File: config.mk
export PLATFORM = sky130hd
export DESIGN_NAME = codec_init_sequencer_flat
export DESIGN_NICKNAME = d
export VERILOG_FILES = /design/src/rtl/codec_init_sequencer_if.sv /design/src/rtl/codec_init_sequencer.sv /design/src/flat_wrapper.sv
export SDC_FILE = /design/constraint.sdc
export NUM_CORES = 1
export LEC_CHECK = 0
export CAP_MARGIN = 20
export CORE_ASPECT_RATIO = 1.25
export CORE_MARGIN = 5
export CORE_UTILIZATION = 41
export CTS_CLUSTER_DIAMETER = 200
export DETAILED_ROUTE_END_ITERATION = 10
export MAX_ROUTING_LAYER = met4
export PLACE_DENSITY = 0.89
export SYNTH_ARGS = -nofsm -noshare
export SYNTH_HDL_FRONTEND = slang
export SYNTH_SLANG_ARGS = --single-unit
File: constraint.sdc
create_clock -name clock -period 7.98 [get_ports clock]
set_input_delay 1.995 -clock clock [delete_from_list [all_inputs] [get_ports clock]]
set_output_delay 1.995 -clock clock [all_outputs]
set_load 0.02 [all_outputs]
File: src/rtl/codec_init_sequencer_if.sv
// Command/status bundle between codec_init_sequencer (master side) and the i2c_master
// byte engine (slave side).
interface codec_init_sequencer_if;
    logic       i2c_start;
    logic       i2c_write;
    logic       i2c_end;
    logic       i2c_read;
    logic [7:0] i2c_out;
    logic       i2c_ready;
    logic       i2c_error;

    modport master (
        output i2c_start, i2c_write, i2c_end, i2c_read, i2c_out,
        input  i2c_ready, i2c_error
    );

    modport slave (
        input  i2c_start, i2c_write, i2c_end, i2c_read, i2c_out,
        output i2c_ready, i2c_error
    );
endinterface

File: src/rtl/codec_init_sequencer.sv
// Table-driven codec register loader: expands each {reg,data} entry into START/WRITE x3/END
// commands for i2c_master, with optional post-write delay and NACK retry.
//
// state | meaning
// IDLE  | waiting for go after reset
// ISSUE | waiting for i2c_ready, then fires one command strobe
// WAIT  | waiting for the master to finish the command just issued
// DELAY | post-write settle time for entries flagged in delay_mask
// DONE  | all entries written, waiting for go
// FAIL  | an entry ran out of retries, waiting for go
module codec_init_sequencer #(
    parameter int         NUM_REGS     = 11,
    parameter logic [6:0] DEVICE_ADDR  = 7'h1A,
    parameter int         DELAY_CYCLES = 50,
    parameter int         MAX_RETRIES  = 3,
    parameter int         IDX_W        = 4
) (
    input  logic                    clock,
    input  logic                    reset,
    input  logic                    go,
    input  logic [16*NUM_REGS-1:0]  table_data,
    input  logic [NUM_REGS-1:0]     delay_mask,
    codec_init_sequencer_if.master  i2c,
    output logic                    busy,
    output logic                    done,
    output logic                    failed,
    output logic [IDX_W-1:0]        cur_index
);

    localparam int RTY_W = (MAX_RETRIES < 1) ? 1 : $clog2(MAX_RETRIES + 1);
    localparam int DLY_W = $clog2(DELAY_CYCLES + 1);

    typedef enum logic [2:0] {
        S_IDLE, S_ISSUE, S_WAIT, S_DELAY, S_DONE, S_FAIL
    } state_t;

    typedef enum logic [2:0] {
        ST_START, ST_ADDR, ST_REG, ST_DATA, ST_END
    } step_t;

    state_t            state, state_n;
    step_t             step, step_n;
    logic [IDX_W-1:0]  idx, idx_n;
    logic [RTY_W-1:0]  rty, rty_n;
    logic [DLY_W-1:0]  dcnt, dcnt_n;
    logic              err_pend, err_n;
    logic              wait_armed;

    logic [15:0]       entry;
    logic              entry_delay;
    logic              last_entry;
    logic              advance;
    logic              cmd_start, cmd_write, cmd_end;
    logic [7:0]        out_byte;

    always_comb begin
        entry       = 16'h0000;
        entry_delay = 1'b0;
        for (int k = 0; k < NUM_REGS; k++) begin
            if (IDX_W'(k) == idx) begin
                entry       = table_data[16*k +: 16];
                entry_delay = delay_mask[k];
            end
        end
    end

    assign last_entry = (idx == IDX_W'(NUM_REGS - 1));

    always_ff @(posedge clock or posedge reset) begin
        if (reset) begin
            state      <= S_IDLE;
            step       <= ST_START;
            idx        <= '0;
            rty        <= '0;
            dcnt       <= '0;
            err_pend   <= 1'b0;
            wait_armed <= 1'b0;
        end else begin
            state      <= state_n;
            step       <= step_n;
            idx        <= idx_n;
            rty        <= rty_n;
            dcnt       <= dcnt_n;
            err_pend   <= err_n;
            // the master may still show the previous ready in the first WAIT cycle
            wait_armed <= (state == S_WAIT);
        end
    end

    always_comb begin
        state_n   = state;
        step_n    = step;
        idx_n     = idx;
        rty_n     = rty;
        dcnt_n    = dcnt;
        err_n     = err_pend;
        advance   = 1'b0;
        cmd_start = 1'b0;
        cmd_write = 1'b0;
        cmd_end   = 1'b0;
        out_byte  = 8'h00;

        case (state)
            S_IDLE, S_DONE, S_FAIL: begin
                if (go) begin
                    idx_n   = '0;
                    rty_n   = '0;
                    step_n  = ST_START;
                    err_n   = 1'b0;
                    state_n = S_ISSUE;
                end
            end
            S_ISSUE: begin
                case (step)
                    ST_ADDR: out_byte = {DEVICE_ADDR, 1'b0};
                    ST_REG:  out_byte = entry[15:8];
                    ST_DATA: out_byte = entry[7:0];
                    default: out_byte = 8'h00;
                endcase
                if (i2c.i2c_ready) begin
                    cmd_start = (step == ST_START);
                    cmd_end   = (step == ST_END);
                    cmd_write = !cmd_start && !cmd_end;
                    state_n   = S_WAIT;
                end
            end
            S_WAIT: begin
                if (wait_armed && i2c.i2c_ready) begin
                    if (i2c.i2c_error && (step inside {ST_ADDR, ST_REG, ST_DATA})) begin
                        step_n  = ST_END;
                        err_n   = 1'b1;
                        state_n = S_ISSUE;
                    end else if (step != ST_END) begin
                        step_n  = step_t'(step + 3'd1);
                        state_n = S_ISSUE;
                    end else if (err_pend) begin
                        err_n = 1'b0;
                        if (int'(rty) < MAX_RETRIES) begin
                            rty_n   = rty + RTY_W'(1);
                            step_n  = ST_START;
                            state_n = S_ISSUE;
                        end else begin
                            state_n = S_FAIL;
                        end
                    end else if (entry_delay) begin
                        dcnt_n  = '0;
                        state_n = S_DELAY;
                    end else begin
                        advance = 1'b1;
                    end
                end
            end
            S_DELAY: begin
                if (dcnt == DLY_W'(DELAY_CYCLES - 1)) begin
                    advance = 1'b1;
                end else begin
                    dcnt_n = dcnt + DLY_W'(1);
                end
            end
            default: state_n = S_IDLE;
        endcase

        if (advance) begin
            if (last_entry) begin
                state_n = S_DONE;
            end else begin
                idx_n   = idx + IDX_W'(1);
                rty_n   = '0;
                step_n  = ST_START;
                state_n = S_ISSUE;
            end
        end
    end

    assign i2c.i2c_start = cmd_start;
    assign i2c.i2c_write = cmd_write;
    assign i2c.i2c_end   = cmd_end;
    assign i2c.i2c_read  = 1'b0;
    assign i2c.i2c_out   = out_byte;

    assign busy      = (state == S_ISSUE) || (state == S_WAIT) || (state == S_DELAY);
    assign done      = (state == S_DONE);
    assign failed    = (state == S_FAIL);
    assign cur_index = idx;

endmodule
File: src/flat_wrapper.sv
// flat-port wrapper written by rule: the top's interface ports become plain ports
module codec_init_sequencer_flat 
#(
    parameter int         NUM_REGS     = 11,
    parameter logic [6:0] DEVICE_ADDR  = 7'h1A,
    parameter int         DELAY_CYCLES = 50,
    parameter int         MAX_RETRIES  = 3,
    parameter int         IDX_W        = 4
)
  (clock, reset, go, table_data, delay_mask, busy, done, failed, cur_index, i2c_i2c_start, i2c_i2c_write, i2c_i2c_end, i2c_i2c_read, i2c_i2c_out, i2c_i2c_ready, i2c_i2c_error);
  codec_init_sequencer_if i2c_i ();
  input  logic clock;
  input  logic reset;
  input  logic go;
  input  logic [16*NUM_REGS-1:0] table_data;
  input  logic [NUM_REGS-1:0] delay_mask;
  output logic busy;
  output logic done;
  output logic failed;
  output logic [IDX_W-1:0] cur_index;
  output wire logic [$bits(i2c_i.i2c_start)-1:0] i2c_i2c_start;
  output wire logic [$bits(i2c_i.i2c_write)-1:0] i2c_i2c_write;
  output wire logic [$bits(i2c_i.i2c_end)-1:0] i2c_i2c_end;
  output wire logic [$bits(i2c_i.i2c_read)-1:0] i2c_i2c_read;
  output wire logic [$bits(i2c_i.i2c_out)-1:0] i2c_i2c_out;
  input wire logic [$bits(i2c_i.i2c_ready)-1:0] i2c_i2c_ready;
  input wire logic [$bits(i2c_i.i2c_error)-1:0] i2c_i2c_error;
  assign i2c_i2c_start = i2c_i.i2c_start;
  assign i2c_i2c_write = i2c_i.i2c_write;
  assign i2c_i2c_end = i2c_i.i2c_end;
  assign i2c_i2c_read = i2c_i.i2c_read;
  assign i2c_i2c_out = i2c_i.i2c_out;
  assign i2c_i.i2c_ready = i2c_i2c_ready;
  assign i2c_i.i2c_error = i2c_i2c_error;
  codec_init_sequencer #(.NUM_REGS(NUM_REGS), .DEVICE_ADDR(DEVICE_ADDR), .DELAY_CYCLES(DELAY_CYCLES), .MAX_RETRIES(MAX_RETRIES), .IDX_W(IDX_W)) u_core (.clock(clock), .reset(reset), .go(go), .table_data(table_data), .delay_mask(delay_mask), .i2c(i2c_i), .busy(busy), .done(done), .failed(failed), .cur_index(cur_index));
endmodule
-- Yosys cells after proc, flatten, opt, wreduce, memory -nomap -nowiden
Cells that the tools add are included.
- register bits after elaboration: 20
- bits in latches: 0
- RAM bits: 0
- ROM bits: 0
- word-level logic and storage cells: 146
- memories: 0
- add/subtract/negate cells: 4
- multiply operators: 0
- divide/modulo/power cells: 0
- magnitude comparators: 1
- equality and inequality tests: 35
- shift operators: 0
- multiplexer cells: 82
- bitwise operators: 0
- reduce and logical (&&, ||, !) cells: 17
- operators with widths (cell ; count):
    $mux 16 ; 11
    $mux 3 ; 18
    $mux 6 ; 6
    $mux 1 ; 27
    $pmux 8 s3 ; 1
    $eq 3x4->1 const A ; 4
    $mux 2 ; 8
    $mux 4 ; 4
    $eq 3x2->1 const B ; 4
    $eq 4x4->1 const A ; 3
    $pmux 3 s4 ; 1
    $pmux 6 s2 ; 1
    $ne 2x2->1 const B ; 5
    $eq 3x3->1 const B ; 3
    $ne 3x2->1 const B ; 3
    $eq 2x4->1 const A ; 2
    $mux 8 ; 1
    $reduce_and 7->1 ; 1
    $add 6x1->6 const B ; 1
    $eq 3x1->1 const B ; 2
    $eq 6x6->1 const B ; 1
    $logic_not 3->1 ; 2
    $ne 2x1->1 const B ; 3
    $ne 6x1->1 const B ; 1
    other kinds (20) ; 26

-- Logic depth before layout (Yosys ltp)
- word-level depth: 20
- mapped depth: 12
- mapped depth without buffers: 8

-- Worst setup path after synthesis
No wires, ideal clock.
- path type: input port to output port
- start: input table_data[18]
- end: output i2c_i2c_out[2]
- arrival time: 3.236 ns
- data required time: 5.985 ns
- slack: 2.749 ns
- stages: 5
- buffers on the path: 0
- path through: a221oi_1 > nor3_1 > a2111oi_0 > nor3_1 > o41a_1
- cells in the longest elaborated chain, start to end: 12
- RTL lines (item ; RTL line ; RTL):
    start, declared ; flat_wrapper.sv:15 ; input logic [16*NUM_REGS-1:0] table_data;
    $mux 16 (10 in series) ; codec_init_sequencer.sv:60 ; if (IDX_W'(k) == idx) begin
    $pmux 8 s3 ; codec_init_sequencer.sv:114 ; case (step)
    $mux 8 ; codec_init_sequencer.sv:103 ; case (state)
    end, declared ; flat_wrapper.sv:25 ; output wire logic [$bits(i2c_i.i2c_out)-1:0] i2c_i2c_out;
Every way passes these cells.

-- Final worst setup path
- start: input table_data[92]
- end: output i2c_i2c_out[4]
- cells in the longest elaborated chain, start to end: 8
- RTL lines (item ; RTL line):
    $mux 16 (6 in series) ; codec_init_sequencer.sv:60
    $pmux 8 s3 ; codec_init_sequencer.sv:114
    $mux 8 ; codec_init_sequencer.sv:103
Every way passes these cells.

==> out/results.txt <==
The run finished with clean final reports. The kind of launch point of the worst setup path is a primary input. The detailed router finished its first iteration with 449 violations. The tools report the post-layout utilization of the core as 0.691. TritonCTS built the clock tree. In the routed design, unresolved DRC markers number 0. The number of slew-limit violations in the final report was 0. The data arrival time of the critical path was 4370 ps; the post-cts sizing count was 0. When the netlist entered floorplanning its net count stood at 679. In this run the power density over the cells is 113 nW/um^2. The proportion of synthesized chip area in sequential cells is 0.152, and the flop and latch count out of synthesis is 20. Buffer count from post-CTS setup fixing: 0. Hold repair after CTS inserted 0 buffers. In this run the critical register-to-register path is launched from u_core.cur_index[0]. Setup repair after global routing left no endpoint under its margin.

For the area of the die, the log shows 9960 sq um. The count of buffers added on input and output ports is 209. Summed over all cells, the static leakage comes to 1.96 nW.

The worst setup path is captured at a primary output. The number of global-route vias before repair was 4812. After clock tree synthesis, the clock-pin slew on the worst setup and hold paths is 80 ps. In the final timing run, aggregate negative setup slack is 0 ps. In the synthesized netlist, the number of instances is 476. The share of the cycle needed by the critical path after routing works out to 0.798. The total number of placement rows was 36; the tightest hold margin was 495 ps. Detailed placement ended at an HPWL of 14.1 mm. The analysis attributes to net switching a power of 0.244 mW. VDD sags by at most 167 uV.

The worst max-slew margin expressed relative to the limit was 0.324. In the routed layout, each cell is associated on average with a via count of 6.63. For this run, the number of standard cells in the final layout without fillers is 746. Counting tap cells, the placed design contains a total of 742 instances. The required time at the worst-slack endpoint is 5990 ps. After the last flow step, the layout net total stands at 855. The run gives 20 as the number of clock sinks. The total count of hold-check failures in the final report was 0; the number of maximum-capacitance violations was 0.

The H-tree depth was 1. The tools report the CTS buffer count as 3. At the end of routability-driven placement, the weighted congestion stood at 1.02. The hold-critical path depth works out to 1. The depth of the worst register-to-register path came out at 9. For the total routed wirelength, the log shows 17.8 mm. The category of the most critical setup path was primary input to primary output. Setup violations remaining at the end of the flow were counted as 0. The share of total power consumed by net switching was 0.399. For the worst-skew pair, the clock arrives at the later sink with an insertion delay of 270 ps. The logs give 0 for the number of diodes added for antenna fixing and 0.421 for the effective utilization at floorplan. Wire length of the first global-routing pass: 27.3 mm. Clock tree synthesis selected as its root buffer the cell clkbuf_8.

The all-layer global routing usage was 0.354. The run gives 4770 ps as the register-to-register setup slack. The total overflow left after global routing is 0. The pin slew with the least headroom to its limit came out at 1010 ps. The fraction of layout instances using a drive strength above 1 was 0.0307. The first-pass iteration count of the detailed router was 5; the share of total power in combinational logic was 0.562. The area growth from synthesis to layout was 64.1%.

The top-level I/O count is 211. The die is 90.3 microns wide. The tools report the cell-internal power as 0.367 mW. The async set-reset flop share out of synthesis was 1.00. The min-delay analysis places its worst path in the category register to register.

Primary flip-flop cell chosen by synthesis mapping: dfrtp_1. The routed layout has 4947 vias. Sequential fraction of design power: 0.262. The tools report the setup skew after layout as 3.21 ps. The longest clock path from root to sink contains 2 buffers. The worst path needs 6370 ps of the cycle, external delays included. After synthesis the cells add up to 3300 sq um. Entering global routing, the biggest net connects 36 pins. Number of flops mapped to enable cells by yosys: 0.

The count of nets left with antenna violations after detail routing was 0. The region available for standard cell placement spans 7840 sq um. The tools report the yosys synthesis warning count as 0. The die extent in y was 110 microns; the largest fanout on the critical path was 1. The number of distinct library cells after synthesis is 67, and the highest achievable clock rate is 157 MHz.

In this run the critical register-to-register path is captured at u_core.cur_index[3]. The tools report the number of inserted filler cells in the final layout as 692. Dividing the detail-routed wire length by the instance count gives 23.8 microns. The share of total power in the clock network came out at 0.176. The worst hold path begins at u_core.dcnt[5].

After synthesis, the mean cell area works out to 6.93 sq um. The worst hold endpoint was u_core.dcnt[5]. The tools report the number of antenna violations at the first check in global routing as 0.
==> layer usage <==
metal,wire [microns],track usage,up-vias
li1,-,-,2215
met1,6620,0.420,2298
met2,8550,0.589,354
met3,1590,0.0536,80
met4,1000,0.180,0
met5,0,-,-
==> synthesized netlist by cell type (all sizes together), types with 3 or more instances <==
cell type  number  share of area
a221oi         24          0.064
nor4            3         0.0076
a2111oi         6          0.022
nor2           49          0.056
nor2b           8          0.017
a22o            3         0.0080
ha             11          0.042
a31oi           7          0.013
buf            14          0.027
and3            3         0.0057
dfrtp          20           0.15
and3b           4          0.011
o22ai          25          0.047
nand3b          5          0.011
clkbuf         27          0.031
o21ai          46          0.071
and2            3         0.0057
nor3           15          0.023
o211ai          5          0.011
nand2b         10          0.019
o31ai           7          0.016
a211oi         10          0.023
nand3           8          0.012
a22oi          13          0.030
or2             3         0.0057
a32oi           3         0.0080
inv            13          0.015
or3b            3         0.0087
mux2i           3         0.0091
o221ai          7          0.019
a21oi          37          0.056
o21a            4         0.0091
a21o            4         0.0091
a221o           8          0.024
nand2          40          0.045
==> final cells by class <==
class / count / area [sq um] / share of cell area
multi-input cells: 402 / 2560 / 0.473
clock inverters: 1 / 30.0 / 0.00554
repair buffers: 212 / 2110 / 0.390
clock buffers: 3 / 41.3 / 0.00762
well taps: 95 / 119 / 0.0219
flip-flops and latches: 20 / 500 / 0.0924
inverters: 13 / 48.8 / 0.00901
==> registers in the layout (all words and copies together) (netlist names) <==
| name | count |
|---|---|
| u_core.wait_armed | 1 |
| u_core.step | 3 |
| u_core.state | 3 |
| u_core.dcnt | 6 |
| u_core.rty | 2 |
| u_core.cur_index | 4 |
| u_core.err_pend | 1 |
==> cells in the final DEF (no fill, tap or decap), types with 3 or more instances in the layout <==
cell	Yosys	routed
clkdlybuf4s50_1	0	209
nor2_1	48	48
nand2_1	40	40
o21ai_0	39	39
a21oi_1	37	37
o22ai_1	25	25
a221oi_1	24	24
dfrtp_1	20	20
nor3_1	15	15
inv_1	13	13
a22oi_1	13	13
nand2b_1	10	10
a211oi_1	10	10
ha_1	11	10
a221o_1	8	8
nand3_1	8	8
nor2b_1	7	7
o31ai_1	7	7
a31oi_1	7	7
o221ai_1	7	7
o21ai_1	6	6
nand3b_1	5	5
o211ai_1	5	5
a2111oi_0	5	5
a21o_1	4	4
and3b_1	4	4
o21a_1	4	4
and3_1	3	3
and2_1	3	3
a32oi_1	3	3
mux2i_1	3	3
a22o_1	3	3
clkbuf_8	0	3
buf_4	1	3
==> worst max-delay path by stage <==
stage | from | endpoint | slack [ps] | cells past startpoint
after floorplan | table_data[18] | i2c_i2c_out[2] | 2750 | 5
after global placement | table_data[92] | i2c_i2c_out[4] | 1550 | 7
after detailed placement | table_data[92] | i2c_i2c_out[4] | 1610 | 7
after CTS | table_data[92] | i2c_i2c_out[4] | 1600 | 7
after global routing | table_data[92] | i2c_i2c_out[4] | 1540 | 7
final | table_data[92] | i2c_i2c_out[4] | 1610 | 7
==> power groups by stage <==
stage | clock, mW | sequential, mW | combinational, mW
after floorplan | 0 | 0.142 | 0.186
after global placement | 0 | 0.157 | 0.329
after detailed placement | 0 | 0.160 | 0.337
after CTS | 0.108 | 0.158 | 0.340
after global routing | 0.112 | 0.164 | 0.373
final | 0.108 | 0.160 | 0.343
==> critical path, stage by stage <==
cell and delay, ps:
clkdlybuf4s50_1 400, a221o_1 340, a21oi_1 140, o22ai_1 140, a2111oi_0 660, a211oi_1 120
clkdlybuf4s50_1 580
==> kinds of logic (layout without fill, tap and decap cells) <==
family | Yosys count | after routing | synth area share
AND/OR/NAND/NOR | 161 | 161 | 0.246
other | 1 | 1 | 0.00114
AO/OA/AOI/OAI | 226 | 226 | 0.478
multiplexers | 3 | 3 | 0.00910
flip-flops | 20 | 20 | 0.152
adder cells (fa/ha/maj) | 11 | 11 | 0.0417
buffers and inverters | 54 | 229 | 0.0724
==> through the flow <==
| stage | instance area, sq um | worst slack (ps) | total power, mW |
|---|---|---|---|
| finish | 5420 | 1610 | 0.611 |
| CTS | 5420 | 1600 | 0.606 |
| global placement | 5350 | 1550 | 0.486 |
| detailed placement | 5350 | 1610 | 0.497 |
| floorplan | 3300 | 2750 | 0.328 |
| global route | 5420 | 1540 | 0.648 |
No activity file was read; power rests on OpenSTA's default activity.
